<file path="src/rtl/disp_page_ctl_pkg.sv">
// Shared definitions for the display page controller: digit codes,
// page and edit-field encodings, FSM states and the page rotation helper.
package disp_page_ctl_pkg;

    localparam logic [3:0] BLANK    = 4'd15;
    localparam logic [3:0] LETTER_A = 4'd10;
    localparam logic [3:0] LETTER_P = 4'd11;
    localparam logic [3:0] LETTER_M = 4'd12;

    typedef enum logic [2:0] {
        PG_MIN_SEC   = 3'd0,
        PG_SEC       = 3'd1,
        PG_HOUR_AMPM = 3'd2,
        PG_HOUR_MIN  = 3'd3,
        PG_MONTH_DAY = 3'd4,
        PG_YEAR      = 3'd5,
        PG_BLANK6    = 3'd6,
        PG_BLANK7    = 3'd7
    } page_e;

    typedef enum logic [2:0] {
        FLD_SEC   = 3'd0,
        FLD_MIN   = 3'd1,
        FLD_HOUR  = 3'd2,
        FLD_DAY   = 3'd3,
        FLD_MONTH = 3'd4,
        FLD_YEAR  = 3'd5,
        FLD_RSV6  = 3'd6,
        FLD_RSV7  = 3'd7
    } field_e;

    typedef enum logic {
        ST_MANUAL = 1'b0,
        ST_AUTO   = 1'b1
    } state_e;

    // Auto rotation only cycles through the populated pages 0..5.
    function automatic page_e next_page(input page_e pg);
        return (pg >= PG_YEAR) ? PG_MIN_SEC : page_e'(pg + 3'd1);
    endfunction

endpackage

</file>
<file path="src/rtl/disp_page_ctl_if.sv">
// Time/date inputs, control strobes and display outputs of the page controller.
interface disp_page_ctl_if #(parameter int DIGITS = 4);

    logic                  tick_1hz;
    logic                  blink_tick;
    logic                  auto_en;
    logic [2:0]            mode_sel;
    logic                  hr12_en;
    logic                  edit_en;
    logic [2:0]            edit_field;
    logic [7:0]            sec_bcd;
    logic [7:0]            min_bcd;
    logic [7:0]            hour_bcd;
    logic [7:0]            day_bcd;
    logic [7:0]            month_bcd;
    logic [15:0]           year_bcd;
    logic [DIGITS*4-1:0]   bcd_out;
    logic [2:0]            page;
    logic                  pm;

    modport master (
        output tick_1hz, blink_tick, auto_en, mode_sel, hr12_en, edit_en, edit_field,
               sec_bcd, min_bcd, hour_bcd, day_bcd, month_bcd, year_bcd,
        input  bcd_out, page, pm
    );

    modport slave (
        input  tick_1hz, blink_tick, auto_en, mode_sel, hr12_en, edit_en, edit_field,
               sec_bcd, min_bcd, hour_bcd, day_bcd, month_bcd, year_bcd,
        output bcd_out, page, pm
    );

endinterface

</file>
<file path="src/rtl/disp_page_ctl_hour12_conv.sv">
// Combinational 24h -> 12h BCD hour conversion with PM flag.
// Non-BCD inputs give a defined but meaningless result.
module hour12_conv (
    input  logic [7:0] hour_bcd,
    output logic [7:0] hour12_bcd,
    output logic       pm
);

    logic [7:0] hour_bin;
    logic [7:0] hour_red;
    logic [7:0] unit_bin;

    // Go through binary so 20 -> 08 style borrows need no BCD adjust.
    always_comb begin
        hour_bin = {4'd0, hour_bcd[7:4]} * 8'd10 + {4'd0, hour_bcd[3:0]};
        pm       = (hour_bin >= 8'd12);
        if (hour_bin == 8'd0) begin
            hour_red = 8'd12;
        end else if (hour_bin > 8'd12) begin
            hour_red = hour_bin - 8'd12;
        end else begin
            hour_red = hour_bin;
        end
        if (hour_red >= 8'd10) begin
            unit_bin   = hour_red - 8'd10;
            hour12_bcd = {4'd1, unit_bin[3:0]};
        end else begin
            unit_bin   = hour_red;
            hour12_bcd = {4'd0, unit_bin[3:0]};
        end
    end

endmodule

</file>
<file path="src/rtl/disp_page_ctl.sv">
// Display page controller: selects which time/date page drives the BCD
// digits, rotates pages in auto mode and blanks the field being edited.
//
// state     | meaning
// ST_MANUAL | page follows mode_sel every cycle, hold counter idle
// ST_AUTO   | page rotates 0..5, advancing every PAGE_HOLD tick_1hz pulses
module disp_page_ctl
    import disp_page_ctl_pkg::*;
#(
    parameter int DIGITS    = 4,
    parameter int PAGE_HOLD = 3
) (
    input  logic              clk,
    input  logic              rst_n,
    disp_page_ctl_if.slave    bus
);

    localparam logic [3:0] HOLD_LAST = 4'(PAGE_HOLD);

    state_e              state_q, state_nxt;
    page_e               page_q, page_nxt;
    logic [3:0]          hold_q, hold_nxt;
    logic                blink_q, blink_nxt;
    logic                pm_q, pm_nxt;
    logic [DIGITS*4-1:0] bcd_q, bcd_nxt;
    logic [7:0]          hr12_bcd;
    logic [7:0]          hr_page3;
    logic [15:0]         page_dig;
    logic [3:0]          blank_mask;

    hour12_conv u_hour12 (
        .hour_bcd   (bus.hour_bcd),
        .hour12_bcd (hr12_bcd),
        .pm         (pm_nxt)
    );

    // Mode FSM, page selection and hold counter.
    always_comb begin
        state_nxt = state_q;
        page_nxt  = page_q;
        hold_nxt  = hold_q;
        case (state_q)
            ST_MANUAL: begin
                hold_nxt = 4'd0;
                if (bus.auto_en) begin
                    state_nxt = ST_AUTO;
                    page_nxt  = PG_MIN_SEC;
                end else begin
                    page_nxt  = page_e'(bus.mode_sel);
                end
            end
            ST_AUTO: begin
                if (!bus.auto_en) begin
                    // Leaving auto wins over a coincident tick.
                    state_nxt = ST_MANUAL;
                    page_nxt  = page_e'(bus.mode_sel);
                    hold_nxt  = 4'd0;
                end else if (bus.tick_1hz && !bus.edit_en) begin
                    if (hold_q + 4'd1 == HOLD_LAST) begin
                        hold_nxt = 4'd0;
                        page_nxt = next_page(page_q);
                    end else begin
                        hold_nxt = hold_q + 4'd1;
                    end
                end
            end
            default: state_nxt = ST_MANUAL;
        endcase
    end

    // Blink phase runs only while a field is being edited.
    always_comb begin
        blink_nxt = 1'b0;
        if (bus.edit_en) begin
            blink_nxt = blink_q ^ bus.blink_tick;
        end
    end

    // Digit content of the page about to be shown, then edit blanking.
    // Built from next-state values so page and digits update together.
    always_comb begin
        hr_page3   = bus.hr12_en ? hr12_bcd : bus.hour_bcd;
        page_dig   = {4{BLANK}};
        blank_mask = 4'b0000;
        bcd_nxt    = {DIGITS{BLANK}};
        case (page_nxt)
            PG_MIN_SEC:   page_dig = {bus.min_bcd, bus.sec_bcd};
            PG_SEC:       page_dig = {BLANK, BLANK, bus.sec_bcd};
            PG_HOUR_AMPM: page_dig = {(pm_nxt ? LETTER_P : LETTER_A), LETTER_M, hr12_bcd};
            PG_HOUR_MIN:  page_dig = {hr_page3, bus.min_bcd};
            PG_MONTH_DAY: page_dig = {bus.month_bcd, bus.day_bcd};
            PG_YEAR:      page_dig = bus.year_bcd;
            default:      page_dig = {4{BLANK}};
        endcase
        if (bus.edit_en && blink_nxt) begin
            case (field_e'(bus.edit_field))
                FLD_SEC: begin
                    if (page_nxt == PG_MIN_SEC || page_nxt == PG_SEC) blank_mask = 4'b0011;
                end
                FLD_MIN: begin
                    if (page_nxt == PG_MIN_SEC)       blank_mask = 4'b1100;
                    else if (page_nxt == PG_HOUR_MIN) blank_mask = 4'b0011;
                end
                FLD_HOUR: begin
                    if (page_nxt == PG_HOUR_AMPM)     blank_mask = 4'b0011;
                    else if (page_nxt == PG_HOUR_MIN) blank_mask = 4'b1100;
                end
                FLD_DAY: begin
                    if (page_nxt == PG_MONTH_DAY) blank_mask = 4'b0011;
                end
                FLD_MONTH: begin
                    if (page_nxt == PG_MONTH_DAY) blank_mask = 4'b1100;
                end
                FLD_YEAR: begin
                    if (page_nxt == PG_YEAR) blank_mask = 4'b1111;
                end
                default: blank_mask = 4'b0000;
            endcase
        end
        for (int i = 0; i < 4; i++) begin
            bcd_nxt[i*4 +: 4] = blank_mask[i] ? BLANK : page_dig[i*4 +: 4];
        end
    end

    // State and output registers.
    always_ff @(posedge clk or negedge rst_n) begin
        if (!rst_n) begin
            state_q <= ST_MANUAL;
            page_q  <= PG_MIN_SEC;
            hold_q  <= 4'd0;
            blink_q <= 1'b0;
            pm_q    <= 1'b0;
            bcd_q   <= {DIGITS{BLANK}};
        end else begin
            state_q <= state_nxt;
            page_q  <= page_nxt;
            hold_q  <= hold_nxt;
            blink_q <= blink_nxt;
            pm_q    <= pm_nxt;
            bcd_q   <= bcd_nxt;
        end
    end

    assign bus.bcd_out = bcd_q;
    assign bus.page    = page_q;
    assign bus.pm      = pm_q;

endmodule

</file>
<file path="src/flat_wrapper.sv">
// flat-port wrapper written by rule: the top's interface ports become plain ports
module disp_page_ctl_flat import disp_page_ctl_pkg::*;
#(
    parameter int DIGITS    = 4,
    parameter int PAGE_HOLD = 3
)
  (clk, rst_n, bus_tick_1hz, bus_blink_tick, bus_auto_en, bus_mode_sel, bus_hr12_en, bus_edit_en, bus_edit_field, bus_sec_bcd, bus_min_bcd, bus_hour_bcd, bus_day_bcd, bus_month_bcd, bus_year_bcd, bus_bcd_out, bus_page, bus_pm);
  disp_page_ctl_if #(.DIGITS(DIGITS)) bus_i ();
  input  logic clk;
  input  logic rst_n;
  input wire logic [$bits(bus_i.tick_1hz)-1:0] bus_tick_1hz;
  input wire logic [$bits(bus_i.blink_tick)-1:0] bus_blink_tick;
  input wire logic [$bits(bus_i.auto_en)-1:0] bus_auto_en;
  input wire logic [$bits(bus_i.mode_sel)-1:0] bus_mode_sel;
  input wire logic [$bits(bus_i.hr12_en)-1:0] bus_hr12_en;
  input wire logic [$bits(bus_i.edit_en)-1:0] bus_edit_en;
  input wire logic [$bits(bus_i.edit_field)-1:0] bus_edit_field;
  input wire logic [$bits(bus_i.sec_bcd)-1:0] bus_sec_bcd;
  input wire logic [$bits(bus_i.min_bcd)-1:0] bus_min_bcd;
  input wire logic [$bits(bus_i.hour_bcd)-1:0] bus_hour_bcd;
  input wire logic [$bits(bus_i.day_bcd)-1:0] bus_day_bcd;
  input wire logic [$bits(bus_i.month_bcd)-1:0] bus_month_bcd;
  input wire logic [$bits(bus_i.year_bcd)-1:0] bus_year_bcd;
  output wire logic [$bits(bus_i.bcd_out)-1:0] bus_bcd_out;
  output wire logic [$bits(bus_i.page)-1:0] bus_page;
  output wire logic [$bits(bus_i.pm)-1:0] bus_pm;
  assign bus_i.tick_1hz = bus_tick_1hz;
  assign bus_i.blink_tick = bus_blink_tick;
  assign bus_i.auto_en = bus_auto_en;
  assign bus_i.mode_sel = bus_mode_sel;
  assign bus_i.hr12_en = bus_hr12_en;
  assign bus_i.edit_en = bus_edit_en;
  assign bus_i.edit_field = bus_edit_field;
  assign bus_i.sec_bcd = bus_sec_bcd;
  assign bus_i.min_bcd = bus_min_bcd;
  assign bus_i.hour_bcd = bus_hour_bcd;
  assign bus_i.day_bcd = bus_day_bcd;
  assign bus_i.month_bcd = bus_month_bcd;
  assign bus_i.year_bcd = bus_year_bcd;
  assign bus_bcd_out = bus_i.bcd_out;
  assign bus_page = bus_i.page;
  assign bus_pm = bus_i.pm;
  disp_page_ctl #(.DIGITS(DIGITS), .PAGE_HOLD(PAGE_HOLD)) u_core (.clk(clk), .rst_n(rst_n), .bus(bus_i));
endmodule
</file>
<file path="config.mk">
export PLATFORM = sky130hd
export DESIGN_NAME = disp_page_ctl_flat
export DESIGN_NICKNAME = d
export VERILOG_FILES = /design/src/rtl/disp_page_ctl_pkg.sv /design/src/rtl/disp_page_ctl_if.sv /design/src/rtl/disp_page_ctl_hour12_conv.sv /design/src/rtl/disp_page_ctl.sv /design/src/flat_wrapper.sv
export SDC_FILE = /design/constraint.sdc
export NUM_CORES = 1
export LEC_CHECK = 0
export CAP_MARGIN = 20
export CELL_PAD_IN_SITES_DETAIL_PLACEMENT = 0
export CELL_PAD_IN_SITES_GLOBAL_PLACEMENT = 1
export CORE_MARGIN = 3
export CORE_UTILIZATION = 33
export CTS_CLUSTER_DIAMETER = 50
export CTS_CLUSTER_SIZE = 10
export DETAILED_ROUTE_END_ITERATION = 10
export PLACE_DENSITY_LB_ADDON = 0.25
export SKIP_LAST_GASP = 1
export SYNTH_ARGS = -nofsm -noshare
export SYNTH_HDL_FRONTEND = slang
export SYNTH_SLANG_ARGS = --single-unit
</file>
<file path="constraint.sdc">
create_clock -name clk -period 2.8 [get_ports clk]
set_input_delay 0.42 -clock clk [delete_from_list [all_inputs] [get_ports clk]]
set_output_delay 0.42 -clock clk [all_outputs]
set_load 0.05 [all_outputs]
</file>
### Word-level counts from Yosys, hierarchy flattened

Index checks and enable logic that the tools add are counted.
Widths: inputs -> output; s select.

| storage, ports and cells | value |
|---|---|
| bits in latches | 0 |
| register bits after elaboration | 26 |
| output and inout bits | 20 |
| memories kept | 0 |
| memory bits (writable) | 0 |
| word-level logic and storage cells | 69 |
| ROM bits | 0 |
| input port bits | 69 |

| operators by class | value |
|---|---|
| div/mod/pow operators | 0 |
| bitwise gates (word level) | 2 |
| equality and inequality tests | 12 |
| $mul | 1 |
| reductions and logical operators | 7 |
| shift-type cells | 0 |
| $lt $le $gt $ge | 4 |
| add/subtract/negate cells | 5 |
| mux-type cells | 32 |

Operators with widths:

| kind | count |
|---|---|
| $pmux 16 s6 | 1 |
| $mux 4 | 13 |
| $mux 8 | 3 |
| $pmux 4 s6 | 1 |
| $ge 8x4->1 const B | 2 |
| $mux 3 | 5 |
| $eq 3x2->1 const B | 4 |
| $eq 3x3->1 const B | 4 |
| $add 8x4->8 | 1 |
| $gt 8x4->1 const B | 1 |
| $logic_not 8->1 | 1 |
| $pmux 4 s2 | 1 |
| $sub 8x4->8 const B | 1 |
| $mul 4x3->7 const B | 1 |
| $eq 3x1->1 const B | 2 |
| $logic_not 3->1 | 2 |
| $mux 2 | 3 |
| $pmux 3 s2 | 1 |
| $mux 5 | 1 |
| $add 4x1->4 const B | 1 |
| $eq 4x2->1 const B | 1 |
| $sub 4x4->4 const B | 1 |
| $add 3x1->3 const B | 1 |
| $ge 3x3->1 const B | 1 |
| other kinds (7) | 10 |

### Depth between registers and ports, before layout

Gate-level depths: netlist (run 1).

| logic depth | value |
|---|---|
| word-level depth | 12 |
| gate-level depth with buffers | 14 |
| mapped depth without buffers | 14 |

### Cells and area by module

A second synthesis (run 1) with hierarchy kept.

| unflattened totals | value |
|---|---|
| cells, all modules | 361 |
| area total of the unflattened synthesis | 2861.5 um^2 |

Modules (own cells, without submodules):

| module | cells an instance | times used | area each (um^2) | seq. area each (um^2) |
|---|---|---|---|---|
| disp_page_ctl | 256 | 1 | 2004.4 | 670.6 |
| hour12_conv | 105 | 1 | 857.1 | 0.0 |

### Worst setup path before layout (run 1)

OpenSTA, ideal clock, no wires.

| path | value |
|---|---|
| path kind | input to register |
| from | input bus_hour_bcd[5] |
| to | register u_core.bcd_q[11] (netlist: u_core.bus.bcd_out[11]) |
| buffers on the path | 0 |
| arrival | 3.055 ns |
| setup time | 0.091 ns |
| stages on the path | 12 |
| data required time | 2.709 ns |
| path slack | -0.346 ns |
| path through | ha_1 > ha_1 > inv_1 > fa_1 > inv_1 > o2111ai_1 > nor4_1 > o21ai_1 > mux2_2 > a21o_1 > and4_1 > o31ai_1 |

| between the ends | value |
|---|---|
| word-level cells in the longest chain between the ends | 10 |
| elaborated cells between the ends (all ways) | 13 |
| those cells by class | 3 x add/sub; 1 x mul; 2 x order compare; 6 x mux; 1 x reduce/logical |

Ends and longest elaborated chain:

| what | line | RTL |
|---|---|---|
| start: declaration | flat_wrapper.sv:20 | `input wire logic [$bits(bus_i.hour_bcd)-1:0] bus_hour_bcd;` |
| $mul 4x3->7 * | disp_page_ctl_hour12_conv.sv:15 | `hour_bin = {4'd0, hour_bcd[7:4]} * 8'd10 + {4'd0, hour_bcd[3:0]};` |
| $add 8x4->8 * | disp_page_ctl_hour12_conv.sv:15 |  |
| $sub 8x4->8 or $gt 8x4->1 (tied branches) | disp_page_ctl_hour12_conv.sv:20, disp_page_ctl_hour12_conv.sv:19 |  |
| $mux 8 | disp_page_ctl_hour12_conv.sv:19 | `end else if (hour_bin > 8'd12) begin` |
| $mux 8 * | disp_page_ctl_hour12_conv.sv:17 | `if (hour_bin == 8'd0) begin` |
| $ge 8x4->1 or $sub 4x4->4 (tied branches) | disp_page_ctl_hour12_conv.sv:24, disp_page_ctl_hour12_conv.sv:25 |  |
| $mux 5 * | disp_page_ctl_hour12_conv.sv:24 | `if (hour_red >= 8'd10) begin` |
| $mux 8 * | disp_page_ctl.sv:82 | `hr_page3 = bus.hr12_en ? hr12_bcd : bus.hour_bcd;` |
| $pmux 16 s6 * | disp_page_ctl.sv:86 | `case (page_nxt)` |
| $mux 4 * | disp_page_ctl.sv:121 | `bcd_nxt[i*4 +: 4] = blank_mask[i] ? BLANK : page_dig[i*4 +: 4];` |
| named net u_core.bcd_nxt[11] | disp_page_ctl.sv:25 | `logic [DIGITS*4-1:0] bcd_q, bcd_nxt;` |
| end signal: assignment | disp_page_ctl.sv:133 | `bcd_q <= {DIGITS{BLANK}};` |
| end signal: assignment | disp_page_ctl.sv:140 | `bcd_q <= bcd_nxt;` |
| end: declaration | disp_page_ctl.sv:25 |  |

Mark *: on every way through the listed nets, which the timed path passes. The rest lies on a longest branch.
A chain may end at the register's enable or synchronous reset.

### Final worst setup path (run 1)

| path | value |
|---|---|
| from | input bus_hour_bcd[7] |
| to | register u_core.bcd_q[11] (netlist: u_core.bus.bcd_out[11]) |

The elaborated chain is that of the path after synthesis.

==> run summary, run 1 <==
Setup repair after global routing could not meet its margin everywhere. The tools report the number of buffers on the longest clock path as 2. Clock tree synthesis selected as its root buffer the cell sky130_fd_sc_hd__clkbuf_8. The register area share after synthesis is 0.257, and the clock-pin slew reported for the worst setup and hold paths after clock tree synthesis is 0.10 ns. The tools report the type of origin of the critical path as an input port.

HPWL after detailed placement: 7170 um. The tools report the number of buffers inserted by hold repair at cts as 0. TritonCTS built the clock tree. The critical path in this run is classified as input port to flop. For the pin with the worst max-slew slack, the measured transition is 0.521 ns. The antenna violation net count after detailed routing is 0, and the non-filler instance count after layout is 590. The post-layout net count is 577.

The total area inside the core boundary comes to 0.00745 mm2. Share of async-settable or async-resettable flops after synthesis: 1.00. After synthesis, the most frequently instantiated cells are sky130_fd_sc_hd__nand2_1 (46), sky130_fd_sc_hd__nor2_1 (24), sky130_fd_sc_hd__a21oi_1 (20), sky130_fd_sc_hd__inv_1 (20), sky130_fd_sc_hd__dfstp_2 (16). Counting every net in the synthesized netlist gives 399. The final-report max-slew violation count was 0; the number of clock buffers inserted by TritonCTS was 3. The critical path contains buffers and inverters numbering 4 combined. The fraction of layout instances using a drive strength above 1 was 0.373. The all-layer global routing usage was 0.205; the data required time of the worst path was 2.99 ns. Dividing the detail-routed wire length by the instance count gives 16.2 um. After detailed routing, the number of vias per cell comes to 5.25. The area growth from synthesis to layout is 81.0%.

Leading cell type by number of instances after synthesis: sky130_fd_sc_hd__nand2_1. The routed layout has 3100 vias. 0 antenna diodes ended up in the layout.

Summed over all instances, the cell type with the most area after synthesis is sky130_fd_sc_hd__dfstp_2. The area of the die is 0.00900 mm2. For the pin count of the biggest net entering global routing, the log shows 27. The hold violation total from the final report was 0.

The critical path arrival is 3.02 ns, and the maximum net fanout on the critical path is 6. The run gives -0.0301 ns as the worst path setup slack after routing. After layout, the minimum clock period comes to 2.83 ns. The flow ran to the end, but the final reports show violations. The flip-flop cell with the highest count after synthesis was sky130_fd_sc_hd__dfstp_2. The number of H-tree levels is 1, and the mean post-synth cell area is 8.30 um2. At the end of routability-driven placement, the weighted congestion stood at 0.904. The checks that failed: negative setup slack.

STA classifies the critical path endpoint as a flop. Clock latency on the worst-skew pair, taken at its later pin, is 0.27 ns. The category of cells accounting for the largest share of critical-path delay is adder cells. The die is 94.8 um wide.

The logs give 9530 um for the final routed wirelength across all metal layers and 0.652 for the worst slew margin relative to its limit. For the global-route congestion overflow total, the log shows 0. For the maximum clock skew at final layout, the log shows 0.00490 ns. The synthesized design contains 0 enable-type register cells. On the worst path, the slowest cell contributes a delay of 0.45 ns. Leakage power figure: 0.00200 uW. Period utilization: 1.01.

The effective utilization at floorplan is 0.350. Dividing total power by cell area gives a power density of 406 mW/mm2. The first detailed-routing pass ran for 4 iterations. Counting tap cells, the placed design contains a total of 566 instances.

The number of endpoints failing setup at the final stage is 1, and the detailed-route DRC error count is 0. The largest individual stage delay along the critical path comes from the cell sky130_fd_sc_hd__fa_2. The signal on the critical path passes through buf_8 -> ha_4 -> ha_4 -> inv_2 -> fa_2 -> inv_2 -> o2111ai_4 -> buf_6 -> or3_4 -> o221ai_2 -> a311oi_2 -> a21o_4 -> and4_1 -> o31ai_2. Total number of yosys warnings: 0. The number of flip-flops and latches in the synthesized netlist was 26. The area fraction of the dominant cell type after synthesis was 0.161. The initial antenna violation count is 0, and the number of standard cells after synthesis is 314. Max-cap violations in this run came to 0.

Overall power consumption: 1920 uW. The first global-routing pass estimated 14700 um of wire. The count of cell types in the netlist came out at 66. The peak supply drop was 0.318 mV; the number of clock sinks was 26.

The port buffer count was 88; the starting DRC count in detailed routing was 93. Static timing analysis puts the maximum clock frequency at 353 MHz. During I/O placement, the number of pins put on the boundary was 89. The chip height was 94.8 um. The number of global-route vias before repair is 3070, and the number of cell rows is 31. The path class of the tightest hold or removal check is input port to asynchronous set/reset pin. Sorting the synthesized cells by area gives the leading types as sky130_fd_sc_hd__dfstp_2 (16%), sky130_fd_sc_hd__dfrtp_1 (9.6%), sky130_fd_sc_hd__ha_1 (6.7%).

The run gives 0.00260 mm2 as the post-synth design cell area.
==> registers in the layout, indices dropped and copies added, names as in the netlist <==
| register | count |
|---|---|
| u_core.blink_q | 1 |
| u_core.hold_q | 4 |
| u_core.bus.bcd_out | 16 |
| u_core.bus.pm | 1 |
| u_core.state_q | 1 |
| u_core.bus.page | 3 |
==> stage by stage <==
step	hold slack (ns)	utilization	TNS, ns	area, um2	worst slack (ns)
6_report	0.510	0.633	-0.0301	4710	-0.0301
5_1_grt	0.528	0.633	-0.430	4710	-0.103
4_1_cts	0.518	0.591	-0.0500	4400	-0.0500
3_5_place_dp	0.608	0.562	-8.00	4190	-0.937
3_3_place_gp	0.567	0.562	-7.16	4190	-0.814
2_1_floorplan	0.124	-	-1.33	2650	-0.265
==> timing repair <==
item | in CTS | in global routing
endpoints found under the setup margin | 15 | 16
pin swaps | 16 | 13
resized for setup | 42 | 51
buffers inserted | 6 | 14
==> layout by cell type (no fill, tap or decap), drive strengths merged, types with 3 or more instances in the layout <==
cell             n
nor2b            6
dfstp           16
mux2             4
nand2b           4
o2bb2ai          5
xnor2            5
buf            101
a211oi           3
o221ai           3
or3              3
a21oi           20
clkbuf           4
clkdlybuf4s50   81
inv             22
a22oi            7
nand3            4
o31ai            5
dfrtp           10
nor4             3
xor2             5
nand2           46
o211ai           9
a311oi           6
mux2i            8
a211o            3
o21ai           15
nor3             9
nor2            25
and4             4
a21o             4
ha              14
==> logic make-up (layout without fill, tap and decap cells) <==
family | Yosys count | in the layout | synth area share
XOR/XNOR | 10 | 10 | 0.0336
multiplexers | 12 | 12 | 0.0480
AND/OR/NAND/NOR | 116 | 116 | 0.220
buffers and inverters | 34 | 211 | 0.0543
flip-flops | 26 | 26 | 0.257
AO/OA/AOI/OAI | 100 | 100 | 0.304
adder cells (fa/ha/maj) | 16 | 16 | 0.0826
==> metal layers <==
layer	vias up	GRT usage	routed length, um
li1	1514	-	-
met1	1472	0.274	4220
met2	106	0.356	4720
met3	8	0.0279	525
met4	0	0.0385	74
met5	-	0	0
==> path summary, 6_finish.rpt <==
check,start,to,slack (ns),cells past startpoint
setup / recovery,bus_hour_bcd[7],u_core.bus.bcd_out[11]$_DFF_PN1_,-0.03,14
hold / removal,rst_n,u_core.bus.pm$_DFF_PN0_,0.51,2
setup reg to reg,u_core.hold_q[0]$_DFFE_PN0P_,u_core.bus.bcd_out[3]$_DFF_PN1_,0.04,13
hold reg to reg,u_core.hold_q[3]$_DFFE_PN0P_,u_core.hold_q[3]$_DFFE_PN0P_,0.64,2
max in group asynchronous,rst_n,u_core.bus.bcd_out[13]$_DFF_PN1_,1.98,2
min in group clk,bus_hour_bcd[5],u_core.bus.bcd_out[13]$_DFF_PN1_,0.55,4
==> area by class of cell <==
| cell class | count | area (um2) |
|---|---|---|
| clock buffer | 3 | 41.3 |
| clock inverter | 1 | 30.0 |
| fill | 645 | 2730 |
| inverter | 22 | 85.1 |
| multi-input combinational | 254 | 2120 |
| sequential | 26 | 671 |
| tap | 99 | 124 |
| timing repair buffer | 185 | 1640 |
==> worst reg2reg max path, delay by kind of cell, from the launching register on <==
family	cells	cell delay, ns
buffers and inverters	5	0.72
and+or+nand+nor	4	0.66
AOI/OAI and AO/OA	4	0.90
DFF	1	0.40
==> power by group <==
part	total (uW)	internal [uW]	switching [uW]
logic	1120	524	597
clock network	319	191	128
registers	476	453	23.4
total	1920	1170	748
(Power assumes the default switching activity.)
==> run 2, diff against run 1 <==
--- a/config.mk
+++ b/config.mk
@@ -9,7 +9,8 @@
 export CELL_PAD_IN_SITES_DETAIL_PLACEMENT = 0
 export CELL_PAD_IN_SITES_GLOBAL_PLACEMENT = 1
 export CORE_MARGIN = 3
-export CORE_UTILIZATION = 33
+export CORE_UTILIZATION = 34
+export CTS_BUF_LIST = sky130_fd_sc_hd__clkbuf_8
 export CTS_CLUSTER_DIAMETER = 50
 export CTS_CLUSTER_SIZE = 10
 export DETAILED_ROUTE_END_ITERATION = 10
==> run 2 against run 1 <==
  * The run still ends with negative setup slack left
  * Power shrank 2.2%
  * Utilization down 1.9 points
  * Combinational power decreased by 4%
  * Clock power hardly changed
  * Worst setup slack worse by 0.024 ns
  * Critical path depth up 1
  * Routed wire length fell by 6.4%
  * Via count decreased by 2.4%
  * Cell count down 2.7%
  * First-iteration DRC count rose by 61%
  * Global-route usage decreased by 0.19 points
  * Sequential share of layout area grew 0.67 points
  * Largest power group unchanged
==> run summary, run 2 (synthesized netlist as in run 1, its figures left out) <==
The width of the die was 93.5 um (-1.4%). The critical path arrival is 3.05 ns (+0.03 ns), and the number of flip-flops under the largest register name is 16 (unchanged). Number of H-tree levels: 1 (unchanged).

The clock-pin slew reported for the worst setup and hold paths after clock tree synthesis is 0.10 ns (about the same), and the number of clock buffers inserted by TritonCTS is 3 (unchanged). The worst slew margin relative to its limit is 0.637 (-0.0143). The tools report the cell at the root of the clock tree as sky130_fd_sc_hd__clkbuf_8.

The average wire per cell in the routed design was 15.6 um (-3.8%); the global-route wire length before repair was 14300 um (-2.8%). The starting DRC count in detailed routing is 150 (+61%), and the number of antenna diodes is 0 (unchanged). The number of buffers on the longest clock path was 2 (unchanged). The run gives 0.878 (-2.9%) as the final weighted congestion in routability-driven placement. The maximum net fanout on the critical path came out at 4 (-2).

The tools report the worst hold slack after final layout as 0.510 ns (+0.0000920 ns). The library cells used most frequently in the layout, excluding fill and tap cells, are sky130_fd_sc_hd__clkdlybuf4s50_1 (82), sky130_fd_sc_hd__buf_4 (77), sky130_fd_sc_hd__nand2_1 (45). The time the worst path needs with I/O delays and setup was 2.85 ns (+0.0239 ns); the non-filler instance count after layout was 574 (-2.7%). TritonCTS built the clock tree. The hold violation total from the final report is 0 (unchanged), and the areal power density over the cells is 416 mW/mm2 (+2.4%).

Total instance count after detailed placement: 565 (-0.18%). Chip height: 93.5 um (-1.4%). Number of vias per cell after detailed routing: 5.27 (+0.30%). The number of clock sinks was 26 (unchanged). The tools report the placeable core region as 0.00733 mm2 (-1.6%). The fraction of layout instances using a drive strength above 1 works out to 0.335 (-0.0380). The worst path setup slack after routing came out at -0.0540 ns (-0.0239 ns).

Worst-case setup slack after placement: -0.902 ns (+0.0344 ns). The worst-skew pair later-pin latency was 0.27 ns (about the same). The tools report the setup TNS as -0.184 ns (-0.154 ns).

The leakage power figure came out at 0.00190 uW (-4.6%). The worst setup path is captured at a flop. The run gives 4 (unchanged) as the detailed-routing iteration count for the pre-antenna-repair pass. The number of cell rows was 31 (unchanged); the antenna violation net count after detailed routing was 0 (unchanged). The total number of vias came out at 3025 (-2.4%). The logs give 350 MHz (-0.84%) for the maximum clock frequency and 4 (+3) for the number of endpoints failing setup at the final stage. The final-report max-slew violation count was 0 (unchanged); the count of fill cells added during filler insertion was 630 (-2.3%). The most frequent standard cell in the layout excluding fill and tap cells was sky130_fd_sc_hd__clkdlybuf4s50_1.

Number of global-route vias before repair: 3006 (-2.1%). Number of buffers inserted by hold repair at cts: 0 (unchanged). The period utilization was 1.02 (+0.00853).

The initial antenna violation count was 0 (unchanged); the effective utilization at floorplan was 0.355 (+0.00555). The tools report the HPWL after detailed placement as 7130 um (-0.47%). In this run the worst hold path is classified as input port to asynchronous set/reset pin. The tools report the maximum clock skew at final layout as 0.00413 ns (-0.000777 ns). The checks that failed: negative setup slack. The flow ran to the end, but the final reports show violations. The slew of the pin with the lowest slew margin is 0.542 ns (+0.0214 ns), and the data required time of the worst path is 2.99 ns (about the same). The post-layout net count was 561 (-2.8%); the port buffer count was 88 (unchanged). For the all-layer global routing usage, the log shows 0.204 (-0.00192). The pin count of the biggest net entering global routing is 27 (unchanged), and the final routed wirelength across all metal layers is 8930 um (-6.4%).

For the number of maximum-capacitance violations, the log shows 0 (unchanged). The run gives 0.614 (-0.0190) as the core occupancy in the finished layout. The type of the worst setup path was input port to flop.

The area of the die is 0.00875 mm2 (-2.8%). The run gives 0 (unchanged) as the detailed-route DRC error count. Global-route congestion overflow total: 0 (unchanged).

Setup repair after global routing could not meet its margin everywhere. The peak supply drop was 0.292 mV (-8.1%); the number of I/O pins was 89 (unchanged). Relative area change from synthesis to final layout: 72.8%.

STA classifies the critical path startpoint as an input port.
run 2: cell count changes in the layout (fill, tap and decap cells not counted), sizes merged:
| cell | previous run | this run |
|---|---|---|
| clkbuf | 4 | 3 |
| clkdlybuf4s50 | 81 | 82 |
| clkdlybuf4s15 | 0 | 1 |
| dlymetal6s2s | 1 | 0 |
| buf | 101 | 85 |
run 2: per-stage QoR:
stage,area [um2],power (uW)
6_report,4500,1870
2_1_floorplan,2650,1030
3_3_place_gp,4190,1470
4_1_cts,4360,1840
5_1_grt,4500,1970
3_5_place_dp,4190,1480
run 2: path summary, 6_finish.rpt:
kind | from | end | slack, ns | cells past startpoint
min in group clk | bus_hour_bcd[5] | u_core.bus.bcd_out[13]$_DFF_PN1_ | 0.54 | 4
max reg2reg | u_core.hold_q[0]$_DFFE_PN0P_ | u_core.bus.bcd_out[0]$_DFF_PN1_ | 0.13 | 11
max | bus_hour_bcd[5] | u_core.bus.bcd_out[12]$_DFF_PN1_ | -0.05 | 15
min reg2reg | u_core.hold_q[3]$_DFFE_PN0P_ | u_core.hold_q[3]$_DFFE_PN0P_ | 0.62 | 2
min | rst_n | u_core.state_q$_DFF_PN0_ | 0.51 | 2
max in group asynchronous | rst_n | u_core.bus.bcd_out[14]$_DFF_PN1_ | 1.99 | 2
run 2: final cells by class:
class / count / area [um2] / area share
multi-input combinational: 254 / 2040 / 0.453
inverter: 22 / 82.6 / 0.0183
sequential: 26 / 671 / 0.149
clock buffer: 3 / 41.3 / 0.00917
tap: 99 / 124 / 0.0275
clock inverter: 1 / 30.0 / 0.00667
timing repair buffer: 169 / 1510 / 0.336
run 2: where the power goes:
part           internal (uW)  switching [uW]  total [uW]
registers                452            21.2         474
clock network            191             128         319
logic                    502             579        1080
total                   1150             728        1870
run 2: what timing repair did:
| item | in CTS | in global routing |
|---|---|---|
| setup buffers | 2 | 4 |
| pin swaps | 21 | 19 |
| resized for setup | 43 | 27 |
| endpoints found under the setup margin | 9 | 16 |
run 2: routing by layer:
| metal | vias to the layer above | global-route usage | part of all wire |
|---|---|---|---|
| met4 | 0 | 0.0337 | 0.0064 |
| met3 | 4 | 0.0209 | 0.049 |
| met5 | - | 0 | 0 |
| met2 | 84 | 0.369 | 0.50 |
| li1 | 1484 | - | - |
| met1 | 1453 | 0.265 | 0.45 |
run 2: worst max-delay path, cell delays in order:
cell and delay (ns):
sky130_fd_sc_hd__buf_6 0.10, sky130_fd_sc_hd__ha_4 0.26, sky130_fd_sc_hd__ha_4 0.12, sky130_fd_sc_hd__inv_2 0.03, sky130_fd_sc_hd__fa_1 0.50, sky130_fd_sc_hd__inv_2 0.12, sky130_fd_sc_hd__o2111ai_4 0.13, sky130_fd_sc_hd__buf_6 0.16
sky130_fd_sc_hd__o31ai_4 0.22, sky130_fd_sc_hd__o221ai_2 0.11, sky130_fd_sc_hd__a311oi_1 0.27, sky130_fd_sc_hd__a21o_1 0.24, sky130_fd_sc_hd__buf_12 0.12, sky130_fd_sc_hd__mux2i_1 0.06, sky130_fd_sc_hd__o211ai_1 0.18
